==> src/rtl/float_pcm_if.sv <==
// Sample stream bundle for the float-to-PCM sink: float samples in, PCM words out.
// in_valid is a one-cycle strobe with no back-channel; an output word moves only on a clock edge where out_valid && out_ready are both high.
interface float_pcm_if #(
  parameter int EXP_W  = 8,
  parameter int MANT_W = 23,
  parameter int OUT_W  = 16
);
  logic [EXP_W+MANT_W:0] in_data;
  logic                  in_valid;
  logic [OUT_W-1:0]      out_data;
  logic                  out_valid;
  logic                  out_ready;

  modport master (
    output in_data, in_valid, out_ready,
    input  out_data, out_valid
  );

  modport slave (
    input  in_data, in_valid, out_ready,
    output out_data, out_valid
  );
endinterface

==> src/rtl/float_pcm_sink.sv <==
// Converts float filter estimates to saturated, rounded fixed-point PCM and
// buffers them in a small FIFO drained over valid/ready.
module float_pcm_sink #(
  parameter int EXP_W      = 8,
  parameter int MANT_W     = 23,
  parameter int OUT_W      = 16,
  parameter int FRAC_W     = 15,
  parameter int FIFO_DEPTH = 8,
  parameter int CNT_W      = 16
) (
  input  logic                          clk,
  input  logic                          rst,
  input  logic                          clear,
  float_pcm_if.slave                    bus,
  output logic [$clog2(FIFO_DEPTH):0]   level,
  output logic                          sat_flag,
  output logic                          ovf_flag,
  output logic [CNT_W-1:0]              drop_count
);

  localparam int M_W       = MANT_W + 1;
  localparam int MAG_W     = OUT_W + 1;
  localparam int WIDE_W    = M_W + OUT_W + 1;
  localparam int AW        = $clog2(FIFO_DEPTH);
  localparam int BIAS      = (1 << (EXP_W - 1)) - 1;
  localparam int SHIFT_OFS = FRAC_W - MANT_W - BIAS;

  localparam logic [MAG_W:0] POS_MAX = (MAG_W+1)'((1 << (OUT_W - 1)) - 1);
  localparam logic [MAG_W:0] NEG_MAX = (MAG_W+1)'(1 << (OUT_W - 1));

  // ---------------- decode (combinational, feeds stage 1) ----------------
  logic               in_sign;
  logic [EXP_W-1:0]   in_exp;
  logic [MANT_W-1:0]  in_mant;
  logic [M_W-1:0]     m;
  int                 shift_amt;
  logic [WIDE_W-1:0]  wide;
  logic [M_W:0]       rnd_vec;
  logic               d_big;
  logic [MAG_W-1:0]   d_mag;
  logic               d_rnd;

  assign {in_sign, in_exp, in_mant} = bus.in_data;
  assign m = {1'b1, in_mant};

  // d_big marks any magnitude >= 2^OUT_W, which saturates regardless of sign
  // or rounding, so the stage-1 magnitude never needs more than OUT_W+1 bits.
  always_comb begin
    shift_amt = int'(in_exp) + SHIFT_OFS;
    wide      = '0;
    rnd_vec   = '0;
    d_big     = 1'b0;
    d_mag     = '0;
    d_rnd     = 1'b0;
    if (in_exp == '0) begin
      d_big = 1'b0;
    end else if (in_exp == '1) begin
      d_big = 1'b1;
    end else if (shift_amt >= 0) begin
      if (shift_amt > OUT_W) begin
        d_big = 1'b1;
      end else begin
        wide  = WIDE_W'(m) << shift_amt;
        d_big = |wide[WIDE_W-1:OUT_W];
        d_mag = wide[MAG_W-1:0];
      end
    end else begin
      // Bit 0 of {m,0} >> n is m[n-1], the last discarded bit; large n yields 0.
      wide    = WIDE_W'(m) >> (-shift_amt);
      rnd_vec = {m, 1'b0} >> (-shift_amt);
      d_big   = |wide[WIDE_W-1:OUT_W];
      d_mag   = wide[MAG_W-1:0];
      d_rnd   = rnd_vec[0];
    end
  end

  // ---------------- stage 1 ----------------
  logic             s1_valid;
  logic             s1_sign;
  logic             s1_big;
  logic [MAG_W-1:0] s1_mag;
  logic             s1_rnd;

  always_ff @(posedge clk or posedge rst) begin
    if (rst) begin
      s1_valid <= 1'b0;
      s1_sign  <= 1'b0;
      s1_big   <= 1'b0;
      s1_mag   <= '0;
      s1_rnd   <= 1'b0;
    end else if (clear) begin
      s1_valid <= 1'b0;
    end else begin
      s1_valid <= bus.in_valid;
      s1_sign  <= in_sign;
      s1_big   <= d_big;
      s1_mag   <= d_mag;
      s1_rnd   <= d_rnd;
    end
  end

  // ---------------- round and saturate ----------------
  logic [MAG_W:0]   rounded;
  logic [OUT_W-1:0] word;
  logic             word_sat;

  assign rounded = {1'b0, s1_mag} + (MAG_W+1)'(s1_rnd);

  // Negative side admits one extra code: -2^(OUT_W-1) is exact, not saturated.
  always_comb begin
    word     = '0;
    word_sat = 1'b0;
    if (!s1_sign) begin
      if (s1_big || (rounded > POS_MAX)) begin
        word     = {1'b0, {(OUT_W-1){1'b1}}};
        word_sat = 1'b1;
      end else begin
        word = rounded[OUT_W-1:0];
      end
    end else begin
      if (s1_big || (rounded > NEG_MAX)) begin
        word     = {1'b1, {(OUT_W-1){1'b0}}};
        word_sat = 1'b1;
      end else begin
        word = '0 - rounded[OUT_W-1:0];
      end
    end
  end

  // ---------------- stage 2 ----------------
  logic             s2_valid;
  logic [OUT_W-1:0] s2_data;
  logic             s2_sat;

  always_ff @(posedge clk or posedge rst) begin
    if (rst) begin
      s2_valid <= 1'b0;
      s2_data  <= '0;
      s2_sat   <= 1'b0;
    end else if (clear) begin
      s2_valid <= 1'b0;
    end else begin
      s2_valid <= s1_valid;
      s2_data  <= word;
      s2_sat   <= word_sat;
    end
  end

  // ---------------- output FIFO ----------------
  logic [OUT_W-1:0] mem [FIFO_DEPTH];
  logic [AW:0]      wr_ptr;
  logic [AW:0]      rd_ptr;
  logic [OUT_W-1:0] hold_data;
  logic             full;
  logic             empty;
  logic             pop;
  logic             push_ok;
  logic             drop;

  assign empty   = (wr_ptr == rd_ptr);
  assign full    = (wr_ptr[AW] != rd_ptr[AW]) && (wr_ptr[AW-1:0] == rd_ptr[AW-1:0]);
  assign pop     = !empty && bus.out_ready;
  // A same-cycle pop frees the slot, so a push into a full FIFO still lands.
  assign push_ok = s2_valid && (!full || pop);
  assign drop    = s2_valid && full && !pop;

  always_ff @(posedge clk) begin
    if (push_ok && !clear) begin
      mem[wr_ptr[AW-1:0]] <= s2_data;
    end
  end

  always_ff @(posedge clk or posedge rst) begin
    if (rst) begin
      wr_ptr     <= '0;
      rd_ptr     <= '0;
      sat_flag   <= 1'b0;
      ovf_flag   <= 1'b0;
      drop_count <= '0;
      hold_data  <= '0;
    end else if (clear) begin
      wr_ptr     <= '0;
      rd_ptr     <= '0;
      sat_flag   <= 1'b0;
      ovf_flag   <= 1'b0;
      drop_count <= '0;
      hold_data  <= '0;
    end else begin
      if (push_ok) begin
        wr_ptr <= wr_ptr + 1'b1;
      end
      if (pop) begin
        rd_ptr <= rd_ptr + 1'b1;
      end
      if (push_ok && s2_sat) begin
        sat_flag <= 1'b1;
      end
      if (drop) begin
        ovf_flag <= 1'b1;
        if (drop_count != '1) begin
          drop_count <= drop_count + 1'b1;
        end
      end
      hold_data <= bus.out_data;
    end
  end

  // hold_data keeps the last presented word visible while the FIFO is empty.
  assign bus.out_valid = !empty;
  assign bus.out_data  = empty ? hold_data : mem[rd_ptr[AW-1:0]];
  assign level         = wr_ptr - rd_ptr;

endmodule

==> src/flat_wrapper.sv <==
// flat-port wrapper written by rule: the top's interface ports become plain ports
module float_pcm_sink_flat 
#(
  parameter int EXP_W      = 8,
  parameter int MANT_W     = 23,
  parameter int OUT_W      = 16,
  parameter int FRAC_W     = 15,
  parameter int FIFO_DEPTH = 8,
  parameter int CNT_W      = 16
)
  (clk, rst, clear, level, sat_flag, ovf_flag, drop_count, bus_in_data, bus_in_valid, bus_out_ready, bus_out_data, bus_out_valid);
  float_pcm_if #(.EXP_W(EXP_W), .MANT_W(MANT_W), .OUT_W(OUT_W)) bus_i ();
  input  logic clk;
  input  logic rst;
  input  logic clear;
  output logic [$clog2(FIFO_DEPTH):0] level;
  output logic sat_flag;
  output logic ovf_flag;
  output logic [CNT_W-1:0] drop_count;
  input wire logic [$bits(bus_i.in_data)-1:0] bus_in_data;
  input wire logic [$bits(bus_i.in_valid)-1:0] bus_in_valid;
  input wire logic [$bits(bus_i.out_ready)-1:0] bus_out_ready;
  output wire logic [$bits(bus_i.out_data)-1:0] bus_out_data;
  output wire logic [$bits(bus_i.out_valid)-1:0] bus_out_valid;
  assign bus_i.in_data = bus_in_data;
  assign bus_i.in_valid = bus_in_valid;
  assign bus_i.out_ready = bus_out_ready;
  assign bus_out_data = bus_i.out_data;
  assign bus_out_valid = bus_i.out_valid;
  float_pcm_sink #(.EXP_W(EXP_W), .MANT_W(MANT_W), .OUT_W(OUT_W), .FRAC_W(FRAC_W), .FIFO_DEPTH(FIFO_DEPTH), .CNT_W(CNT_W)) u_core (.clk(clk), .rst(rst), .clear(clear), .bus(bus_i), .level(level), .sat_flag(sat_flag), .ovf_flag(ovf_flag), .drop_count(drop_count));
endmodule
==> config.mk <==
export PLATFORM = sky130hd
export DESIGN_NAME = float_pcm_sink_flat
export DESIGN_NICKNAME = d
export VERILOG_FILES = /design/src/rtl/float_pcm_if.sv /design/src/rtl/float_pcm_sink.sv /design/src/flat_wrapper.sv
export SDC_FILE = /design/constraint.sdc
export NUM_CORES = 1
export LEC_CHECK = 0
export ABC_AREA = 0
export BUFFER_PORTS_ARGS = -buffer_cell sky130_fd_sc_hd__buf_2
export CAP_MARGIN = 20
export CORE_ASPECT_RATIO = 0.9
export CORE_UTILIZATION = 55
export CTS_BUF_LIST = sky130_fd_sc_hd__clkbuf_2 sky130_fd_sc_hd__clkbuf_4 sky130_fd_sc_hd__clkbuf_8
export CTS_CLUSTER_SIZE = 10
export DETAILED_ROUTE_END_ITERATION = 8
export GPL_ROUTABILITY_DRIVEN = 0
export PLACE_DENSITY = 0.76
export SLEW_MARGIN = 20
export SYNTH_ARGS = -nofsm -noshare
export SYNTH_HDL_FRONTEND = slang
export SYNTH_SLANG_ARGS = --single-unit
==> constraint.sdc <==
create_clock -name clk -period 3.8 [get_ports clk]
set_input_delay 0.38 -clock clk [delete_from_list [all_inputs] [get_ports clk]]
set_output_delay 0.38 -clock clk [all_outputs]
set_load 0.01 [all_outputs]
==> summary.txt, run 1 <==
Global route
  – GRT Util Overall: 25.6%
  – Largest net degree at the start of global routing: 66
  – Total global routing overflow: 0
  – Vias in the first global route: 9145
  – Initial antenna violation count: 0
  – First-pass GRT wire length: 48000 um

Critical path
  – Worst setup EP type: flip-flop
  – CP Depth: 9
  – CP max stage delay: 0.59 ns
  – Crit path launch: u_core.s1_mag[0]
  – CP startpoint kind: flip-flop
  – Slowest CP cell: a41o_1
  – Crit path cell chain: ha_1, ha_1, nand2_1, nor2_1, a31oi_1, nor4_1, a41o_1, and3_1, o22a_1
  – Worst r2r path cells: 9
  – Reg2reg end: u_core.s2_data[11]
  – Worst path most repeated cell: ha_1
  – CP arrival: 3.72 ns
  – Reg-to-reg slack, setup: 0.54 ns
  – CP top delay family: simple AND/OR/NAND/NOR gates
  – Critical path class: reg2reg
  – Worst Path Buf+Inv: 0
  – CP Data Required Time: 4.26 ns
  – Worst r2r src: u_core.s1_mag[0]
  – Worst-path fanout max: 14
  – Worst setup path end: u_core.s2_data[11]

Clocking
  – CTS Buf Count: 34
  – Clk Latency, worst-skew pair: 0.52 ns
  – Total setup buffers inserted after CTS: 0
  – CTS root buf: clkbuf_8
  – CTS sink count: 209
  – # H-tree levels: 2
  – TritonCTS clock tree: done
  – CTS clk-pin slew, worst paths: 0.07 ns
  – Worst-case clock buffer depth: 3

Job
  – Max-cap viol count: 0

Synth
  – Synth Area in Simple Gates: 16.1%
  – Distinct cells, synth: 83
  – Mux contribution to synthesized area: 14.7%
  – Adder-cell share of the synthesized area: 2.15%
  – Yosys top cell by area: edfxtp_1
  – Synth Flop Type: edfxtp_1
  – Post-synth EDFFs: 128
  – Syn avg cell area: 11.0 um2
  – Area contributors post-synth: edfxtp_1 (31%), dfrtp_1 (16%), mux4_2 (9.1%)
  – Post-synth top area share: 30.6%
  – #FFs+latches synth: 209
  – Post-Synthesis Cell Area: 12600 um2
  – FFs w/ async S/R, synth: 38.8%
  – Synth Area in XOR/XNOR: 2.97%
  – Syn_nets: 1196
  – Largest family of logic cells by synthesized area: simple AND/OR/NAND/NOR gates
  – Synth Area in Compound Gates: 14.0%
  – Cell count after synthesis: 1138
  – Sequential element share of the synthesized area: 46.7%
  – Yosys warns: 0

STA
  – RSZ-0062 raised after global routing: no
  – Setup violations, final: 0
  – Tightest Pin Transition: 0.892 ns
  – TNS Setup: 0 ns
  – Rel. slew slack: 40.5%
  – Tcrit/Tclk final: 85.7%
  – Fin. Hold Viols: 0
  – Max Clk Rate: 307 MHz
  – Fin crit period: 3.26 ns
  – Pins Over Slew Limit: 0
  – Clock skew: 0.0180 ns

Drt
  – Vias: 9784
  – Vias per std cell: 6.33
  – Drt first-iter violations: 985
  – DRC viols: 0
  – Wire per inst: 19.4 um
  – Detailed Routing Iterations Pass 1: 7
  – Routed Wire Length: 29900 um
  – Post-route ant nets: 0

Power and ir drop
  – Power Total: 5.80 mW
  – P per Cell Area: 412 nW/um2
  – VDD IR max: 0.252 mV
  – Leakage: 5.40 nW

Die
  – FP Rows: 52
  – Die W: 161 um
  – Starting Density: 56.0%
  – Die Y: 145 um
  – Num ports: 76
  – Core ar.: 22400 um2
  – Die Area: 23500 um2

Status
  – Outcome: completed

Finish
  – Commonest non-fill, non-tap cell in the layout: edfxtp_1
  – Most frequent cells in the layout: edfxtp_1 (128), nor2_1 (95), nand2_1 (83), dfrtp_1 (80), buf_2 (75)
  – Layout Nets: 1280
  – Layout area overhead: 11.9%
  – Share of cells above drive strength 1: 21.7%
  – # diodes: 0

Hold path
  – Hold Startpoint: bus_in_data[31]
  – Hold crit path type: in2reg

Placement
  – IO Port Bufs: 75
  – Post-detail-place hpwl: 20800 um
[state kept, by name, summed over array words and instances, names as in the netlist]
name	flops
u_core.ovf_flag	1
u_core.rd_ptr	4
u_core.s1_rnd	1
u_core.s2_data	16
u_core.s1_mag	17
u_core.s2_sat	1
u_core.s2_valid	1
u_core.s1_big	1
u_core.sat_flag	1
u_core.mem	128
u_core.hold_data	16
u_core.s1_sign	1
u_core.s1_valid	1
u_core.drop_count	16
u_core.wr_ptr	4
[layer usage]
layer  track usage, %  up-vias  routed length [um]  part of all wire (%)
met5                0        -                   0                     0
met4             6.98        0                 490                   1.6
met3             3.62       49                1950                   6.5
met2             40.4      371               14000                    47
met1             37.2     4795               13400                    45
li1                 -     4569                   -                     -
[worst min-delay path by stage]
stage               depth (start not counted)  slack [ns]              end
floorplan                                   1        0.44  u_core.s2_valid
global placement                            1        0.45  u_core.s2_valid
detailed placement                          1        0.45  u_core.s2_valid
CTS                                         2        0.07   u_core.s1_sign
global route                                2        0.07   u_core.s1_sign
finish                                      2         0.1   u_core.s1_sign
[cell families after synthesis]
| logic type | after synthesis |
|---|---|
| XOR/XNOR | 41 |
| AO/OA/AOI/OAI | 253 |
| flip-flops | 209 |
| multiplexers | 119 |
| adder cells (fa/ha/maj) | 21 |
| buffers and inverters | 102 |
| AND/OR/NAND/NOR | 393 |
[timing repair]
action | in CTS | in global routing
hold endpoints to repair | 32 | 0
resized for setup | 0 | 0
hold buffers | 1 | 0
[power breakdown]
part           leakage [nW]  switching [mW]  total, mW  internal, mW
registers              2.23           0.115       2.66          2.55
logic                  2.82           0.704       1.23         0.521
clock network         0.347           0.890       1.91          1.02
[final cells by class]
class | count | area (um2)
Multi-Input combinational cell | 827 | 6300
Timing Repair Buffer | 119 | 721
Clock buffer | 46 | 589
Tap cell | 297 | 372
Sequential cell | 209 | 5870
Clock inverter | 16 | 83.8
Fill cell | 1788 | 8390
Inverter | 31 | 119
[metrics by stage]
step           hold slack (ns)  std cells  util, %  area, um2  setup slack (ns)
2_1_floorplan            0.439       1138        -      12600            0.0351
3_3_place_gp             0.449       1482     59.6      13400             0.187
3_5_place_dp             0.450       1482     59.6      13400            0.0707
4_1_cts                 0.0689       1545     62.6      14100             0.610
5_1_grt                 0.0714       1545     62.6      14100             0.274
6_report                0.0999       1545     62.6      14100             0.542
[worst reg2reg max path, stage by stage, from the launching register on]
cell and delay [ns]:
dfrtp_1 0.37, ha_1 0.24, ha_1 0.32, nand2_1 0.25, nor2_1 0.27, a31oi_1 0.19
nor4_1 0.57, a41o_1 0.59, and3_1 0.26, o22a_1 0.13
[cells in the mapped netlist, drive strengths merged, types with 9 or more instances]
| master | instances |
|---|---|
| edfxtp | 128 |
| nor2 | 96 |
| nand2 | 83 |
| dfrtp | 81 |
| a21oi | 67 |
| mux2i | 51 |
| mux4 | 51 |
| clkbuf | 44 |
| o21ai | 42 |
| nor3 | 34 |
| nand3 | 31 |
| and2 | 30 |
| inv | 29 |
| xnor2 | 29 |
| buf | 27 |
| nand4 | 23 |
| ha | 20 |
| or3 | 18 |
| mux2 | 17 |
| a31oi | 16 |
| o311ai | 13 |
| nand2b | 12 |
| nor4 | 11 |
| xor2 | 11 |
| a211oi | 9 |
| and4 | 9 |
| nor2b | 9 |
| o211ai | 9 |
| o31ai | 9 |
No activity file was read; power rests on OpenSTA's default activity.
==> run 2, diff against run 1 <==
- clock period: 3.8 -> 3 ns (I/O delays scaled with it)
==> run 2 against run 1 <==
Net effect: the run now ends with DRC left; critical path depth is 1 lower; power rose by 32%; critical endpoint is now u_core.s2_data[12]; critical path type unchanged; sequential power rose by 27%; clock power grew 38%.
==> summary.txt, run 2 (same netlist as run 1, synthesis figures left out) <==
Clocking
  – CTS sink count: 209 (unchanged)
  – CTS root buf: clkbuf_8
  – # H-tree levels: 2 (unchanged)
  – Total setup buffers inserted after CTS: 0 (unchanged)
  – TritonCTS clock tree: done
  – Clk Latency, worst-skew pair: 0.53 ns (about the same)
  – CTS clk-pin slew, worst paths: 0.06 ns (about the same)
  – CTS Buf Count: 34 (unchanged)
  – Worst-case clock buffer depth: 3 (unchanged)

Die
  – Starting Density: 56.0% (unchanged)
  – Die W: 161 um (unchanged)
  – Die Area: 23500 um2 (unchanged)
  – Core ar.: 22400 um2 (unchanged)
  – FP Rows: 52 (unchanged)
  – Num ports: 76 (unchanged)
  – Die Y: 145 um (unchanged)

Status
  – Failing checks: DRC
  – Outcome: finished with violations

STA
  – Fin. Hold Viols: 0 (unchanged)
  – Pins Over Slew Limit: 0 (unchanged)
  – Tightest Pin Transition: 0.867 ns (-0.0249 ns)
  – Rel. slew slack: 41.8% (+1.2 points)
  – Fin crit period: 2.86 ns (-0.400 ns)
  – TNS Setup: 0 ns (unchanged)
  – Clock skew: 0.0205 ns (+0.00254 ns)
  – Setup violations, final: 0 (unchanged)
  – Tcrit/Tclk final: 95.3% (+9.5 points)
  – RSZ-0062 raised after global routing: no
  – Max Clk Rate: 350 MHz (+14%)

Finish
  – # diodes: 0 (unchanged)
  – Share of cells above drive strength 1: 26.1% (+4.4 points)
  – Flip-flop count of the largest register after layout: 128 (unchanged)
  – Layout Nets: 1334 (+4.2%)
  – Most frequent cells in the layout: edfxtp_1 (128), nor2_1 (93), buf_4 (90), nand2_1 (83), dfrtp_1 (80)
  – Final instance area: 14600 um2 (+4.2%)
  – Commonest non-fill, non-tap cell in the layout: edfxtp_1
  – Layout area overhead: 16.5%

Global route
  – Total global routing overflow: 0 (unchanged)
  – Initial antenna violation count: 1 (+1)
  – Vias in the first global route: 9660 (+5.6%)
  – First-pass GRT wire length: 50800 um (+5.8%)
  – GRT Util Overall: 27.2% (+1.6 points)
  – Largest net degree at the start of global routing: 58 (-12%)

Critical path
  – Critical path class: reg2reg
  – CP top delay family: simple AND/OR/NAND/NOR gates
  – CP startpoint kind: flip-flop
  – CP Depth: 8 (-1)
  – CP arrival: 3.26 ns (-0.46 ns)
  – Worst r2r path cells: 8 (-1)
  – Slowest CP cell: dfrtp_1
  – CP Data Required Time: 3.41 ns (-0.85 ns)
  – CP max stage delay: 0.61 ns (+0.02 ns)
  – Worst path most repeated cell: a41o_1
  – Crit path cell chain: nand4_2, or3_1, nor3_1, nor2_1, a41o_1, buf_12, a41o_1, a211o_2
  – Worst-path fanout max: 14 (unchanged)
  – Worst setup EP type: flip-flop
  – Worst Path Buf+Inv: 1 (+1)

Power and ir drop
  – P per Cell Area: 524 nW/um2 (+27%)
  – Leakage: 5.75 nW (+6.5%)
  – VDD IR max: 0.295 mV (+17%)

Drt
  – Vias per std cell: 6.26 (-1.2%)
  – Detailed Routing Iterations Pass 1: 9 (+2)
  – Post-route ant nets: 0 (unchanged)
  – DRC viols: 2 (+2)
  – Wire per inst: 19.5 um (+0.75%)
  – Drt first-iter violations: 1019 (+3.5%)
  – Routed Wire Length: 31200 um (+4.3%)
  – Vias: 10000 (+2.3%)

Hold path
  – Hold Crit Depth: 4 (+2)
  – Hold crit path type: in2reg

Placement
  – Placed inst area: 13900 um2 (+3.6%)
  – Post-detail-place hpwl: 22100 um (+6.1%)
  – IO Port Bufs: 75 (unchanged)

Job
  – Max-cap viol count: 0 (unchanged)
run 2: changes by cell type in the layout (fill, tap and decap cells not counted), sizes merged:
cell	before	now
clkinv	15	9
inv	29	30
bufinv	0	2
dlygate4sd3	1	3
buf	118	170
clkinvlp	3	0
clkbuf	46	52
run 2: area by class of cell:
type | instances | area [um2]
Clock buffer | 52 | 616
Clock inverter | 10 | 116
Fill cell | 1700 | 7800
Inverter | 31 | 123
Multi-Input combinational cell | 827 | 6380
Sequential cell | 209 | 5870
Tap cell | 297 | 372
Timing Repair Buffer | 173 | 1170
run 2: path summary, 6_finish.rpt:
check                            startpoint                   end  slack, ns
max                        u_core.s1_mag[6]    u_core.s2_data[12]       0.14
min                           bus_out_ready      u_core.rd_ptr[2]       0.18
max reg2reg                u_core.s1_mag[6]    u_core.s2_data[12]       0.14
min reg2reg                 u_core.s1_valid       u_core.s2_valid       0.46
max in group asynchronous               rst         u_core.s1_big       1.75
min in group asynchronous               rst  u_core.drop_count[1]       0.45
run 2: per-layer routing:
metal / global-route usage [%] / vias to the layer above / wire [um]
li1: - / 4662 / -
met3: 4.10 / 54 / 1820
met2: 42.9 / 353 / 14900
met1: 38.9 / 4939 / 13800
met5: 0 / - / 0
met4: 8.58 / 0 / 665
run 2: timing repair:
item | CTS | global route
hold buffers | 3 | 0
endpoints found under the hold margin | 45 | 0
endpoints found under the setup margin | 0 | 21
gates resized for setup | 0 | 9
run 2: through the flow:
stage	std cells	utilization (%)	hold WS (ns)	total power [mW]	setup slack, ns
2_1_floorplan	1138	-	0.438	4.49	-0.0250
3_3_place_gp	1534	61.7	0.448	5.03	-0.120
3_5_place_dp	1534	61.7	0.449	5.07	-0.305
4_1_cts	1599	65.1	0.161	7.69	0.0687
5_1_grt	1599	65.3	0.181	8.01	0.00954
6_report	1599	65.3	0.175	7.68	0.142
run 2: report_power, final:
group | total, mW | switching, mW | internal [mW]
registers | 3.37 | 0.142 | 3.23
clock network | 2.63 | 1.13 | 1.50
logic | 1.68 | 0.942 | 0.733
total | 7.68 | 2.21 | 5.46
run 2: worst register-to-register path: stages, from the launching register on:
cell	delay, ns
dfrtp_1	0.61
nand4_2	0.22
or3_1	0.43
nor3_1	0.40
nor2_1	0.18
a41o_1	0.27
buf_12	0.15
a41o_1	0.24
a211o_2	0.26
==> run 3, diff against run 2 <==
- ABC_CLOCK_PERIOD_IN_PS: not set -> 3050
- MAX_ROUTING_LAYER: not set -> met4
- clock period: 3 -> 3.05 ns (I/O delays scaled with it)
==> run 3 against run 2 <==
Net effect: the flow still finishes with violations (DRC); first-iteration DRC count is 4.4% higher; clock skew is 0.0078 ns higher; via count is 0.34% higher; critical path type unchanged; maximum frequency is 1.5% lower.
==> summary.txt, run 3 (same netlist as run 1, synthesis figures left out) <==
Status
  – Outcome: finished with violations
  – Failing checks: DRC

Die
  – Die Area: 23500 um2 (unchanged)
  – Num ports: 76 (unchanged)
  – Die Y: 145 um (unchanged)
  – Core ar.: 22400 um2 (unchanged)
  – Die W: 161 um (unchanged)
  – Starting Density: 56.0% (unchanged)
  – FP Rows: 52 (unchanged)

Placement
  – Cell count after placement: 1525 (-0.59%)
  – IO Port Bufs: 75 (unchanged)
  – Post-detail-place hpwl: 22100 um (+0.27%)
  – Placed inst area: 13800 um2 (-0.69%)

STA
  – Tightest Pin Transition: 0.813 ns (-0.0539 ns)
  – RSZ-0062 raised after global routing: no
  – Tcrit/Tclk final: 95.2% (about the same)
  – Fin. Hold Viols: 0 (unchanged)
  – Fin crit period: 2.90 ns (+0.0449 ns)
  – Clock skew: 0.0283 ns (+0.00777 ns)
  – Setup violations, final: 0 (unchanged)
  – Max Clk Rate: 344 MHz (-1.5%)
  – Rel. slew slack: 45.1% (+3.3 points)
  – Pins Over Slew Limit: 0 (unchanged)

Global route
  – GRT Util Overall: 28.4% (+1.2 points)
  – Largest net degree at the start of global routing: 44 (-24%)
  – Vias in the first global route: 9654 (-0.062%)
  – GR Util met1: 38.2% (-0.68 points)
  – Total global routing overflow: 0 (unchanged)
  – M3 GR Usage: 4.42% (+0.31 points)
  – Peak-usage layer in the global routing report: met2
  – First-pass GRT wire length: 51000 um (+0.50%)
  – M2 GR Usage: 44.1% (+1.2 points)
  – Initial antenna violation count: 0 (-1)

Clocking
  – CTS sink count: 209 (unchanged)
  – Worst-case clock buffer depth: 3 (unchanged)
  – Total setup buffers inserted after CTS: 0 (unchanged)
  – Clk Latency, worst-skew pair: 0.54 ns (about the same)
  – TritonCTS clock tree: done
  – CTS clk-pin slew, worst paths: 0.06 ns (about the same)
  – CTS root buf: clkbuf_8
  – # H-tree levels: 2 (unchanged)
  – CTS Buf Count: 34 (unchanged)

Drt
  – Vias: 10000 (+0.34%)
  – Drt first-iter violations: 1064 (+4.4%)
  – Vias per std cell: 6.32 (+0.91%)
  – Detailed Routing Iterations Pass 1: 7 (-2)
  – Wire per inst: 19.9 um (+2.0%)
  – DRC viols: 2 (unchanged)
  – Routed Wire Length: 31700 um (+1.4%)
  – Post-route ant nets: 0 (unchanged)

Power and ir drop
  – VDD IR max: 0.322 mV (+9.3%)
  – Leakage: 5.66 nW (-1.5%)
  – P per Cell Area: 504 nW/um2 (-3.8%)

Critical path
  – CP startpoint kind: flip-flop
  – Worst setup EP type: flip-flop
  – CP arrival: 3.31 ns (+0.05 ns)
  – Reg-to-reg slack, setup: 0.15 ns (about the same)
  – Crit path cell chain: ha_1, and3_1, a21oi_1, o32ai_1, or3b_2, or3b_1, a41o_1, a211o_2
  – Worst-path fanout max: 6 (-8)
  – Slowest CP cell: or3b_2
  – CP top delay family: simple AND/OR/NAND/NOR gates
  – Critical path class: reg2reg
  – Worst Path Buf+Inv: 0 (-1)
  – CP max stage delay: 0.51 ns (-0.10 ns)
  – CP Data Required Time: 3.46 ns (+0.05 ns)

Finish
  – Post-layout util: 64.6% (-0.70 points)
  – Most frequent cells in the layout: edfxtp_1 (128), nor2_1 (95), buf_4 (83), nand2_1 (82), dfrtp_1 (80)
  – Share of cells above drive strength 1: 24.9% (-1.2 points)
  – # diodes: 0 (unchanged)
  – Flip-flop count of the largest register after layout: 128 (unchanged)
  – Layout area overhead: 15.3%
  – Non-filler instance count after layout: 1590 (-0.56%)
  – # fillers: 1715 (+0.88%)
  – Layout Nets: 1325 (-0.67%)
  – Commonest non-fill, non-tap cell in the layout: edfxtp_1
  – Final instance area: 14500 um2 (-1.1%)

Hold path
  – Hold crit path type: in2reg

Job
  – Max-cap viol count: 0 (unchanged)
[run 3: where the power goes]
| part | switching [mW] | internal [mW] | total (mW) | leakage (nW) |
|---|---|---|---|---|
| registers | 0.136 | 3.18 | 3.31 | 2.23 |
| logic | 0.926 | 0.706 | 1.63 | 3.08 |
| clock network | 1.10 | 1.26 | 2.36 | 0.358 |
[run 3: area by class of cell]
class | instances | area [um2] | area share [%]
timing repair buffer | 164 | 1080 | 7.45
clock inverter | 16 | 88.8 | 0.613
tap | 297 | 372 | 2.56
inverter | 31 | 123 | 0.846
sequential | 209 | 5870 | 40.5
clock buffer | 46 | 583 | 4.02
multi-input combinational | 827 | 6370 | 44.0
[run 3: stage by stage]
| stage | total power, mW | hold slack, ns | setup TNS, ns | worst slack, ns |
|---|---|---|---|---|
| after floorplan | 4.41 | 0.439 | 0 | 0.0250 |
| after global placement | 4.92 | 0.455 | -1.44 | -0.132 |
| after detailed placement | 4.96 | 0.460 | -3.27 | -0.352 |
| after CTS | 7.34 | 0.163 | 0 | 0.0126 |
| after global routing | 7.64 | 0.189 | 0 | 0.00161 |
| final | 7.31 | 0.192 | 0 | 0.147 |
[run 3: path summary, 6_finish.rpt]
kind / from / endpoint / depth (start not counted)
min reg2reg: u_core.s1_valid / u_core.s2_valid / 1
min: bus_out_ready / u_core.rd_ptr[2] / 4
max: u_core.s1_mag[0] / u_core.s2_data[12] / 8
min in group asynchronous: rst / u_core.drop_count[1] / 3
max reg2reg: u_core.s1_mag[0] / u_core.s2_data[12] / 8
max in group asynchronous: rst / u_core.s1_rnd / 4
[run 3: timing repair]
action | CTS | global route
gates resized for setup | 0 | 8
endpoints found under the setup margin | 0 | 18
endpoints found under the hold margin | 43 | 0
hold buffers | 3 | 0
[run 3: metal layers]
metal  up-vias  wire [um]
met3        76       2050
met1      4894      13700
li1       4652          -
met2       420      15100
met5         -          0
met4         0        799
[run 3: worst register-to-register path, delay by kind of cell, from the launching register on]
| family | cells | cell delay [ns] |
|---|---|---|
| AND/OR/NAND/NOR | 3 | 1.25 |
| AO/OA/AOI/OAI | 4 | 0.93 |
| flip-flops | 1 | 0.36 |
| adder cells (fa/ha/maj) | 1 | 0.27 |
